==> config.mk <==
export PLATFORM = sky130hd
export DESIGN_NAME = rr_mux_arbiter
export DESIGN_NICKNAME = d
export VERILOG_FILES = /design/src/rtl/mux_pkg.sv /design/src/rtl/rr_arbiter.sv /design/src/rtl/rr_mux_arbiter.sv
export SDC_FILE = /design/constraint.sdc
export NUM_CORES = 1
export LEC_CHECK = 0
export CELL_PAD_IN_SITES_DETAIL_PLACEMENT = 0
export CELL_PAD_IN_SITES_GLOBAL_PLACEMENT = 2
export CORE_ASPECT_RATIO = 1.1
export CORE_MARGIN = 2
export CORE_UTILIZATION = 16
export CTS_BUF_LIST = sky130_fd_sc_hd__clkbuf_8 sky130_fd_sc_hd__clkbuf_16
export DETAILED_ROUTE_END_ITERATION = 10
export PLACE_DENSITY_LB_ADDON = 0.2
export SLEW_MARGIN = 10
export SYNTH_ARGS = -nofsm -noshare
export SYNTH_HDL_FRONTEND = slang
export SYNTH_SLANG_ARGS = --single-unit
==> constraint.sdc <==
create_clock -name clk -period 2.7 [get_ports clk]
set_input_delay 0.54 -clock clk [delete_from_list [all_inputs] [get_ports clk]]
set_output_delay 0.54 -clock clk [all_outputs]
set_load 0.03 [all_outputs]
==> src/rtl/mux_pkg.sv <==
// mux_pkg: shared sizing and round-robin helpers for multi-port muxes
package mux_pkg;

  function automatic int sel_width(input int n);
    return (n > 1) ? $clog2(n) : 1;
  endfunction

  function automatic int rr_next(input int last, input int n);
    return (last >= n - 1) ? 0 : last + 1;
  endfunction

endpackage

==> src/rtl/rr_arbiter.sv <==
// rr_arbiter: combinational round-robin grant starting after the last winner
module rr_arbiter
  import mux_pkg::*;
#(
  parameter int N = 4,
  localparam int SELW = sel_width(N)
) (
  input  logic [N-1:0]    req,
  input  logic [SELW-1:0] last,
  input  logic            en,
  output logic [N-1:0]    grant,
  output logic [SELW-1:0] grant_idx
);

  logic            found;
  logic [SELW-1:0] c;

  // walk channels from last+1 upward with explicit modulo-N wrap, first requester wins
  always_comb begin
    grant_idx = '0;
    found = 1'b0;
    c = SELW'(rr_next(int'(last), N));
    for (int k = 0; k < N; k++) begin
      if (!found && req[c]) begin
        found = 1'b1;
        grant_idx = c;
      end
      c = SELW'(rr_next(int'(c), N));
    end
    grant = (found && en) ? (N'(1) << grant_idx) : '0;
  end

endmodule

==> src/rtl/rr_mux_arbiter.sv <==
// rr_mux_arbiter: N-channel registered round-robin mux with valid/ready handshakes
module rr_mux_arbiter
  import mux_pkg::*;
#(
  parameter int WIDTH = 32,
  parameter int N = 4,
  localparam int SELW = sel_width(N)
) (
  input  logic               clk,
  input  logic               reset,
  input  logic [N-1:0]       in_valid,
  input  logic [N*WIDTH-1:0] in_data,
  output logic [N-1:0]       in_ready,
  output logic               out_valid,
  input  logic               out_ready,
  output logic [WIDTH-1:0]   out_data,
  output logic [SELW-1:0]    out_sel
);

  logic [SELW-1:0]  last;
  logic [SELW-1:0]  grant_idx;
  logic [WIDTH-1:0] words [N];
  logic             load_en;
  logic             xfer;

  for (genvar i = 0; i < N; i++) begin : g_words
    assign words[i] = in_data[i*WIDTH +: WIDTH];
  end

  // output register may take a new word when empty or draining; never during reset
  always_comb begin
    load_en = !reset && (!out_valid || out_ready);
    xfer = load_en && |in_valid;
  end

  rr_arbiter #(.N(N)) u_arb (
    .req       (in_valid),
    .last      (last),
    .en        (load_en),
    .grant     (in_ready),
    .grant_idx (grant_idx)
  );

  // output stage and pointer: load on transfer, clear on drain, freeze on stall
  always_ff @(posedge clk) begin
    if (reset) begin
      out_valid <= 1'b0;
      out_data <= '0;
      out_sel <= '0;
      last <= SELW'(N - 1);
    end else if (xfer) begin
      out_valid <= 1'b1;
      out_data <= words[grant_idx];
      out_sel <= grant_idx;
      last <= grant_idx;
    end else if (out_ready) begin
      out_valid <= 1'b0;
    end
  end

endmodule

==> out/metrics.yaml, run 1 <==
yosys_warnings: 0
diodes: 0
syn_area_per_cell_um2: 7.10
grtUsageTotal: 0.156
numCtsBuffers: 5
vdd_drop_max_mv: 0.270
hold_path_startpoint: "out_sel[0]"
crit_path_end_kind: "output pin"
routed_wl_mm: 12.2
fmax_mhz: 382
setup_viol: 0
syn_inst: 331
grt_pass1_vias: 3548
cts.clk_slew.worst_paths_ns: 0.06
min_to: "out_sel[0]"
worst_pin_slew_ns: 0.749
synth_ff_type: "dfxtp_1"
synthArstFlopShare: 0
io_buffers: 173
synth.distinct_cells: 30
first_pass_iters: 5
initial_utilization: 0.163
p_leak_nw: 1.69
final_cell_mix: "clkdlybuf4s50_1 (169), nand2_1 (69), a21oi_1 (68)"
seq_area_frac_synth: 0.315
dp_hpwl_mm: 8.78
path_class: "flip-flop to output pin"
grt_remaining_overflow: 0
crit_chain: "ha_4 -> o311a_2 -> or3b_4 -> and3_1 -> buf_4"
grt_max_degree: 66
gp_congestion: 0.788
power_density_nw_per_um2: 621
cts_root_buf: "clkbuf_16"
cpPeakStageDelay_ns: 0.41
die_h_um: 131
clk_latency_ns: 0.28
core_area_um2: 14400
grt_pass1_wl_mm: 19.3
routed_via_density: 4.58
yosys_register_bits: 37
fin_nets: 638
synth_edf_count: 0
cp_slowest_cell: "or3b_4"
final_common_cell: "clkdlybuf4s50_1"
drv_cap: 0
relSlewSlack: 0.501
cp.required_ns: 2.16
status: "complete, no violations"
period_needed_ns: 2.62
dp_worst_setup_slack_ns: 0.0476
hp-class: "flip-flop to flip-flop"
drc: 0
r2r.worst_path.cells: 6
vias: 3176
rrSetupSlack_ns: 0.33
antenna_found_initial: 0
worstReg2RegEnd: "out_data[5]"
synth_area_um2: 2350
syn_nets: 467
ctsHoldBuffers: 0
cp-start-kind: "flip-flop"
finalHoldViolations: 0
wl_per_cell_um: 17.6
final.setup_skew_ns: 0.00417
arrival_ns: 2.08
core.rowCount: 46
r2r-start: "last[0]"
min_path_cells: 2
htreeDepth: 2
tns_ns: 0
cts_tree: "yes"
drive_gt1_frac: 0.106
syn_to_final_growth_pct: 94.5
rsz0062_at_grt: "false"
antenna_left: 0
die_w_um: 120
clock_sinks: 37
slew_violations: 0
min_period_over_period: 0.971
layout_setup_ws_ns: 0.0794
cp_max_fo: 7
cts_max_path_buffers: 2
drt_iter0_markers: 109
io_pins: 174
die-area_um2: 15700
[worst max-delay path by stage]
stage	slack, ns	depth (start not counted)	startpoint	to
2_1_floorplan	0.05	7	last[0]	in_ready[1]
3_3_place_gp	0.03	7	in_valid[3]	in_ready[2]
3_5_place_dp	0.05	9	in_valid[3]	out_data[5]
4_1_cts	0.04	5	last[0]	in_ready[0]
5_1_grt	0.003	7	in_valid[3]	in_ready[2]
6_report	0.08	5	last[0]	in_ready[0]
[cell usage after synthesis (2+ instances only)]
master,count,area [um^2]
a21oi_1,69,345
nand2_1,69,259
a211oi_1,58,435
dfxtp_1,37,741
nor3_1,35,175
clkbuf_1,24,90.1
buf_2,7,35.0
a211oi_2,6,75.1
nor2_1,3,11.3
buf_6,2,22.5
nor2b_1,2,12.5
[what timing repair did]
| item | in CTS | in global routing |
|---|---|---|
| endpoints found under the setup margin | 3 | 3 |
| pin swaps | 1 | 0 |
| resized for setup | 2 | 3 |
| setup buffers | 1 | 0 |
| hold endpoints to repair | 0 | 0 |
[cell families after synthesis]
family,synth area share
AO/OA/AOI/OAI,0.392
adder cells (fa/ha/maj),0.00532
AND/OR/NAND/NOR,0.222
buffers and inverters,0.0660
flip-flops,0.315
[critical path: cells and delay by family, from the launching register on]
kind / cells / cell delay, ns
flops: 1 / 0.38
compound gates: 1 / 0.39
fa+ha+maj: 1 / 0.27
buf+inv: 1 / 0.16
simple gates: 2 / 0.60
[final cells by class]
class | count | area, um^2
Clock buffer | 6 | 139
Clock inverter | 1 | 3.75
Fill cell | 1536 | 9820
Inverter | 1 | 3.75
Multi-Input combinational cell | 259 | 1500
Sequential cell | 37 | 744
Tap cell | 192 | 240
Timing Repair Buffer | 198 | 1930
[metrics by stage]
stage / utilization / std cells / cell area, um^2 / hold slack, ns / total power (W)
after floorplan: - / 331 / 2360 / 0.457 / 0.00154
after global placement: 0.306 / 686 / 4400 / 0.446 / 0.00224
after detailed placement: 0.306 / 686 / 4400 / 0.453 / 0.00224
after CTS: 0.317 / 694 / 4560 / 0.462 / 0.00289
after global routing: 0.318 / 694 / 4570 / 0.489 / 0.00303
final: 0.318 / 694 / 4570 / 0.456 / 0.00284
[power breakdown]
part	internal (W)	total, W	switching, W	leakage [nW]
sequential	0.000667	0.000736	0.0000695	0.311
clock	0.000359	0.000596	0.000237	0.0741
combinational	0.000662	0.00151	0.000844	1.31
[metal layers]
layer  global-route usage  routed length (um)
met5                    0                   0
met4               0.0556                 269
met3               0.0382                 796
met2                0.279                6070
met1                0.179                5050
[registers in the layout, indices dropped and copies added (netlist names)]
| signal | cells |
|---|---|
| out_data | 32 |
| last | 2 |
| out_sel | 2 |
| out_valid | 1 |
No activity file was read; power rests on OpenSTA's default activity.
==> run 2, diff against run 1 <==
--- a/config.mk
+++ b/config.mk
@@ -12,7 +12,7 @@
 export CORE_UTILIZATION = 16
 export CTS_BUF_LIST = sky130_fd_sc_hd__clkbuf_8 sky130_fd_sc_hd__clkbuf_16
 export DETAILED_ROUTE_END_ITERATION = 10
-export PLACE_DENSITY_LB_ADDON = 0.2
+export PLACE_DENSITY = 0.84
 export SLEW_MARGIN = 10
 export SYNTH_ARGS = -nofsm -noshare
 export SYNTH_HDL_FRONTEND = slang
==> out/metrics.yaml, run 2 (synthesized netlist as in run 1, its figures left out) <==
dp_hpwl_mm: 8.14
crit_path_end: "in_ready[0]"
die_w_um: 120
syn_to_final_growth_pct: 94.5
grt_pass1_wl_mm: 16.9
wl_per_cell_um: 15.7
relSlewSlack: 0.527
fin_nets: 635
grt_remaining_overflow: 0
core.rowCount: 46
initial_utilization: 0.163
r2r.worst_path.cells: 6
cp_slowest_cell: "or3b_4"
gp_congestion: 0.780
reg_top3: "out_data (32), last (2), out_sel (2)"
grtUsageTotal: 0.133
worst_hold_slack_ns: 0.458
arrival_ns: 2.09
grt_max_degree: 66
final.setup_skew_ns: 0.00453
period_needed_ns: 2.63
routed_wl_mm: 10.9
grt_pass1_vias: 3211
drv_cap: 0
cts_tree: "yes"
min_period_over_period: 0.975
worst_pin_slew_ns: 0.709
vias: 3176
p_total_w: 0.00279
drc: 0
io_pins: 174
htreeDepth: 2
ctsHoldBuffers: 0
antenna_left: 0
diodes: 0
rrSetupSlack_ns: 0.31
setup_viol: 0
hp-class: "flip-flop to flip-flop"
die_h_um: 131
tns_ns: 0
layout_setup_ws_ns: 0.0686
drt_iter0_markers: 145
crit_chain: "ha_4 -> o311a_2 -> or3b_4 -> and3_1 -> buf_4"
critical_path.startpoint: "last[0]"
fin_util: 0.318
fmax_mhz: 380
regMostFlops: "out_data"
clock_sinks: 37
slew_violations: 0
cts_max_path_buffers: 2
finalHoldViolations: 0
antenna_found_initial: 0
cp_max_fo: 7
path_class: "flip-flop to output pin"
clk_latency_ns: 0.28
cts.clk_slew.worst_paths_ns: 0.06
r2r-start: "last[0]"
final_cell_mix: "clkdlybuf4s50_1 (168), nand2_1 (69), a21oi_1 (68)"
die-area_um2: 15700
final_common_cell: "clkdlybuf4s50_1"
power_density_nw_per_um2: 611
vdd_drop_max_mv: 0.253
cp.required_ns: 2.16
crit_path_end_kind: "output pin"
cp-start-kind: "flip-flop"
worstReg2RegEnd: "out_data[24]"
routed_via_density: 4.59
numCtsBuffers: 5
first_pass_iters: 4
status: "complete, no violations"
cts_root_buf: "clkbuf_16"
cpPeakStageDelay_ns: 0.41
p_leak_nw: 1.69
rsz0062_at_grt: "false"
drive_gt1_frac: 0.106
io_buffers: 173
dp_worst_setup_slack_ns: -0.0462
largest_reg_flops: 32
core_area_um2: 14400
-- run 2: power by group --
part | total [W] | switching, W | internal [W]
registers | 0.000739 | 0.0000726 | 0.000667
clock network | 0.000573 | 0.000237 | 0.000336
logic | 0.00148 | 0.000819 | 0.000658
total | 0.00279 | 0.00113 | 0.00166
-- run 2: how the worst min path moves through the flow --
stage	start	cells after the start	endpoint	slack, ns
6_report	out_sel[1]	2	out_sel[1]	0.46
5_1_grt	out_sel[1]	2	out_sel[1]	0.50
4_1_cts	out_sel[1]	2	out_sel[1]	0.46
3_5_place_dp	out_sel[1]	2	out_sel[1]	0.45
3_3_place_gp	out_sel[1]	2	out_sel[1]	0.45
2_1_floorplan	last[1]	1	last[1]	0.46
-- run 2: final cells by class --
type / count / area [um^2]
clock buffer: 5 / 125
fill: 1579 / 9820
multi-input combinational: 259 / 1520
tap: 192 / 240
clock inverter: 3 / 13.8
timing repair buffer: 195 / 1930
sequential: 37 / 744
inverter: 1 / 3.75
-- run 2: per-layer routing --
layer  routed length, um  global-route usage  part of all wire  up-vias
li1                    -                   -                 -     1561
met1                4470               0.154              0.41     1486
met2                5560               0.244              0.51      118
met3                 684              0.0239             0.063       11
met4                 138              0.0418             0.013        0
met5                   0                   0                 0        -
-- run 2: per-stage QoR --
step | std cells | area (um^2)
4_1_cts | 691 | 4540
3_5_place_dp | 683 | 4390
3_3_place_gp | 683 | 4390
6_report | 692 | 4570
2_1_floorplan | 331 | 2360
5_1_grt | 692 | 4570
-- run 2: repair_timing --
item | 4_1_cts | 5_1_grt
endpoints found under the setup margin | 3 | 4
pin swaps | 0 | 3
buffers inserted | 0 | 1
gates resized for setup | 2 | 6
-- run 2: worst max-delay path, delay by kind of cell (launching register included) --
family	cells	cell delay [ns]
buffers and inverters	1	0.17
flip-flops	1	0.37
adder cells (fa/ha/maj)	1	0.27
AO/OA/AOI/OAI	1	0.40
AND/OR/NAND/NOR	2	0.60
==> run 3, diff against run 2 <==
--- a/config.mk
+++ b/config.mk
@@ -13,6 +13,7 @@
 export CTS_BUF_LIST = sky130_fd_sc_hd__clkbuf_8 sky130_fd_sc_hd__clkbuf_16
 export DETAILED_ROUTE_END_ITERATION = 10
 export PLACE_DENSITY = 0.84
+export SKIP_LAST_GASP = 1
 export SLEW_MARGIN = 10
 export SYNTH_ARGS = -nofsm -noshare
 export SYNTH_HDL_FRONTEND = slang
==> out/metrics.yaml, run 3 (synthesized netlist as in run 1, its figures left out) <==
wl_met1_mm: 4.55
r2r.worst_path.cells: 6
power_density_nw_per_um2: 611
p_seq_frac: 0.265
drive_gt1_frac: 0.106
worstReg2RegEnd: "out_data[24]"
worst_pin_slew_ns: 0.709
power_switching_w: 0.00113
cp_max_fo: 7
first_pass_iters: 4
dp_hpwl_mm: 8.14
cts_tree: "yes"
die-area_um2: 15700
p_sw_frac: 0.405
clk_latency_ns: 0.28
wl_per_cell_um: 15.7
internal_power_w: 0.00166
clock_sinks: 37
period_needed_ns: 2.66
critical_path.startpoint: "last[0]"
vdd_drop_max_mv: 0.255
path_class: "flip-flop to output pin"
relSlewSlack: 0.528
finalHoldViolations: 0
rrSetupSlack_ns: 0.28
die_h_um: 131
p_leak_nw: 1.69
highest_layer: "met4"
final_cell_mix: "clkdlybuf4s50_1 (168), nand2_1 (69), a21oi_1 (68)"
final_common_cell: "clkdlybuf4s50_1"
antenna_left: 0
grt_pass1_wl_mm: 16.9
p_comb_frac: 0.529
drc: 0
gp_congestion: 0.780
io_pins: 174
dr_wl_met2_mm: 5.54
crit_path_end_kind: "output pin"
power_frac_clock: 0.206
cts.clk_slew.worst_paths_ns: 0.06
wl_met3_um: 630
antenna_found_initial: 0
arrival_ns: 2.12
slew_violations: 0
regMostFlops: "out_data"
htreeDepth: 2
fin_nets: 635
crit_path_end: "in_ready[0]"
diodes: 0
hp-class: "flip-flop to flip-flop"
initial_utilization: 0.163
drt_iter0_markers: 144
cts_max_path_buffers: 2
stdcell_count: 692
final.setup_skew_ns: 0.00510
vias: 3184
core_area_um2: 14400
fmax_mhz: 376
grt_remaining_overflow: 0
routed_via_density: 4.60
r2r-start: "last[0]"
largest_reg_flops: 32
cts_root_buf: "clkbuf_16"
dp.cells: 683
cp-start-kind: "flip-flop"
grt_pass1_vias: 3211
io_buffers: 173
rsz0062_at_grt: "true"
final_area_um2: 4570
status: "complete, no violations"
drv_cap: 0
place_area_um2: 4390
routed_wl_mm: 10.9
grt_max_degree: 66
syn_to_final_growth_pct: 94.4
min_period_over_period: 0.985
core.rowCount: 46
die_w_um: 120
setup_viol: 0
reg_top3: "out_data (32), last (2), out_sel (2)"
grtUsageTotal: 0.133
cp.required_ns: 2.16
numCtsBuffers: 5
## run 3: cell count changes in the layout (fill, tap and decap cells not counted)
cell | previous run | this run
dfxtp_2 | 0 | 1
dfxtp_4 | 1 | 0
## run 3: metrics by stage
step / worst slack (ns) / TNS (ns) / util / hold slack [ns] / total power [W]
3_3_place_gp: 0.0168 / 0 / 0.305 / 0.454 / 0.00220
2_1_floorplan: 0.0456 / 0 / - / 0.457 / 0.00154
4_1_cts: 0.00929 / 0 / 0.315 / 0.459 / 0.00281
5_1_grt: -0.00215 / -0.00215 / 0.317 / 0.502 / 0.00296
3_5_place_dp: -0.0462 / -0.221 / 0.305 / 0.448 / 0.00221
6_report: 0.0418 / 0 / 0.317 / 0.458 / 0.00279
## run 3: repair_timing
action,CTS,global route
setup endpoints to repair,3,4
hold buffers,0,0
setup buffers,0,1
gates resized for setup,2,5
cloned,0,0
pin swaps,0,3
## run 3: final cells by class
cell class,instances,area (um^2)
Sequential cell,37,742
Fill cell,1579,9820
Multi-Input combinational cell,259,1520
Timing Repair Buffer,195,1930
Clock buffer,5,125
Clock inverter,3,13.8
Tap cell,192,240
Inverter,1,3.75
## run 3: critical path, stage by stage (launching register included)
cell and delay [ns]:
dfxtp_2 0.42, ha_4 0.25, o311a_2 0.40, or3b_4 0.41, and3_1 0.19, buf_4 0.17
## run 3: how the worst min path moves through the flow
stage               start    endpoint  slack (ns)  cells past startpoint
2_1_floorplan     last[1]     last[1]        0.46                      1
3_3_place_gp   out_sel[1]  out_sel[1]        0.45                      2
3_5_place_dp   out_sel[1]  out_sel[1]        0.45                      2
4_1_cts        out_sel[1]  out_sel[1]        0.46                      2
5_1_grt        out_sel[1]  out_sel[1]        0.50                      2
6_report       out_sel[1]  out_sel[1]        0.46                      2
## run 3: power groups by stage
stage / sequential (W) / combinational, W / clock [W]
floorplan: 0.000955 / 0.000588 / 0
global placement: 0.000742 / 0.00146 / 0
detailed placement: 0.000745 / 0.00146 / 0
CTS: 0.000739 / 0.00148 / 0.000599
global route: 0.000753 / 0.00159 / 0.000615
finish: 0.000739 / 0.00148 / 0.000574
## run 3: routing by layer
metal,vias up,GRT usage
li1,1561,-
met4,0,0.0418
met5,-,0
met1,1496,0.154
met3,11,0.0239
met2,116,0.244
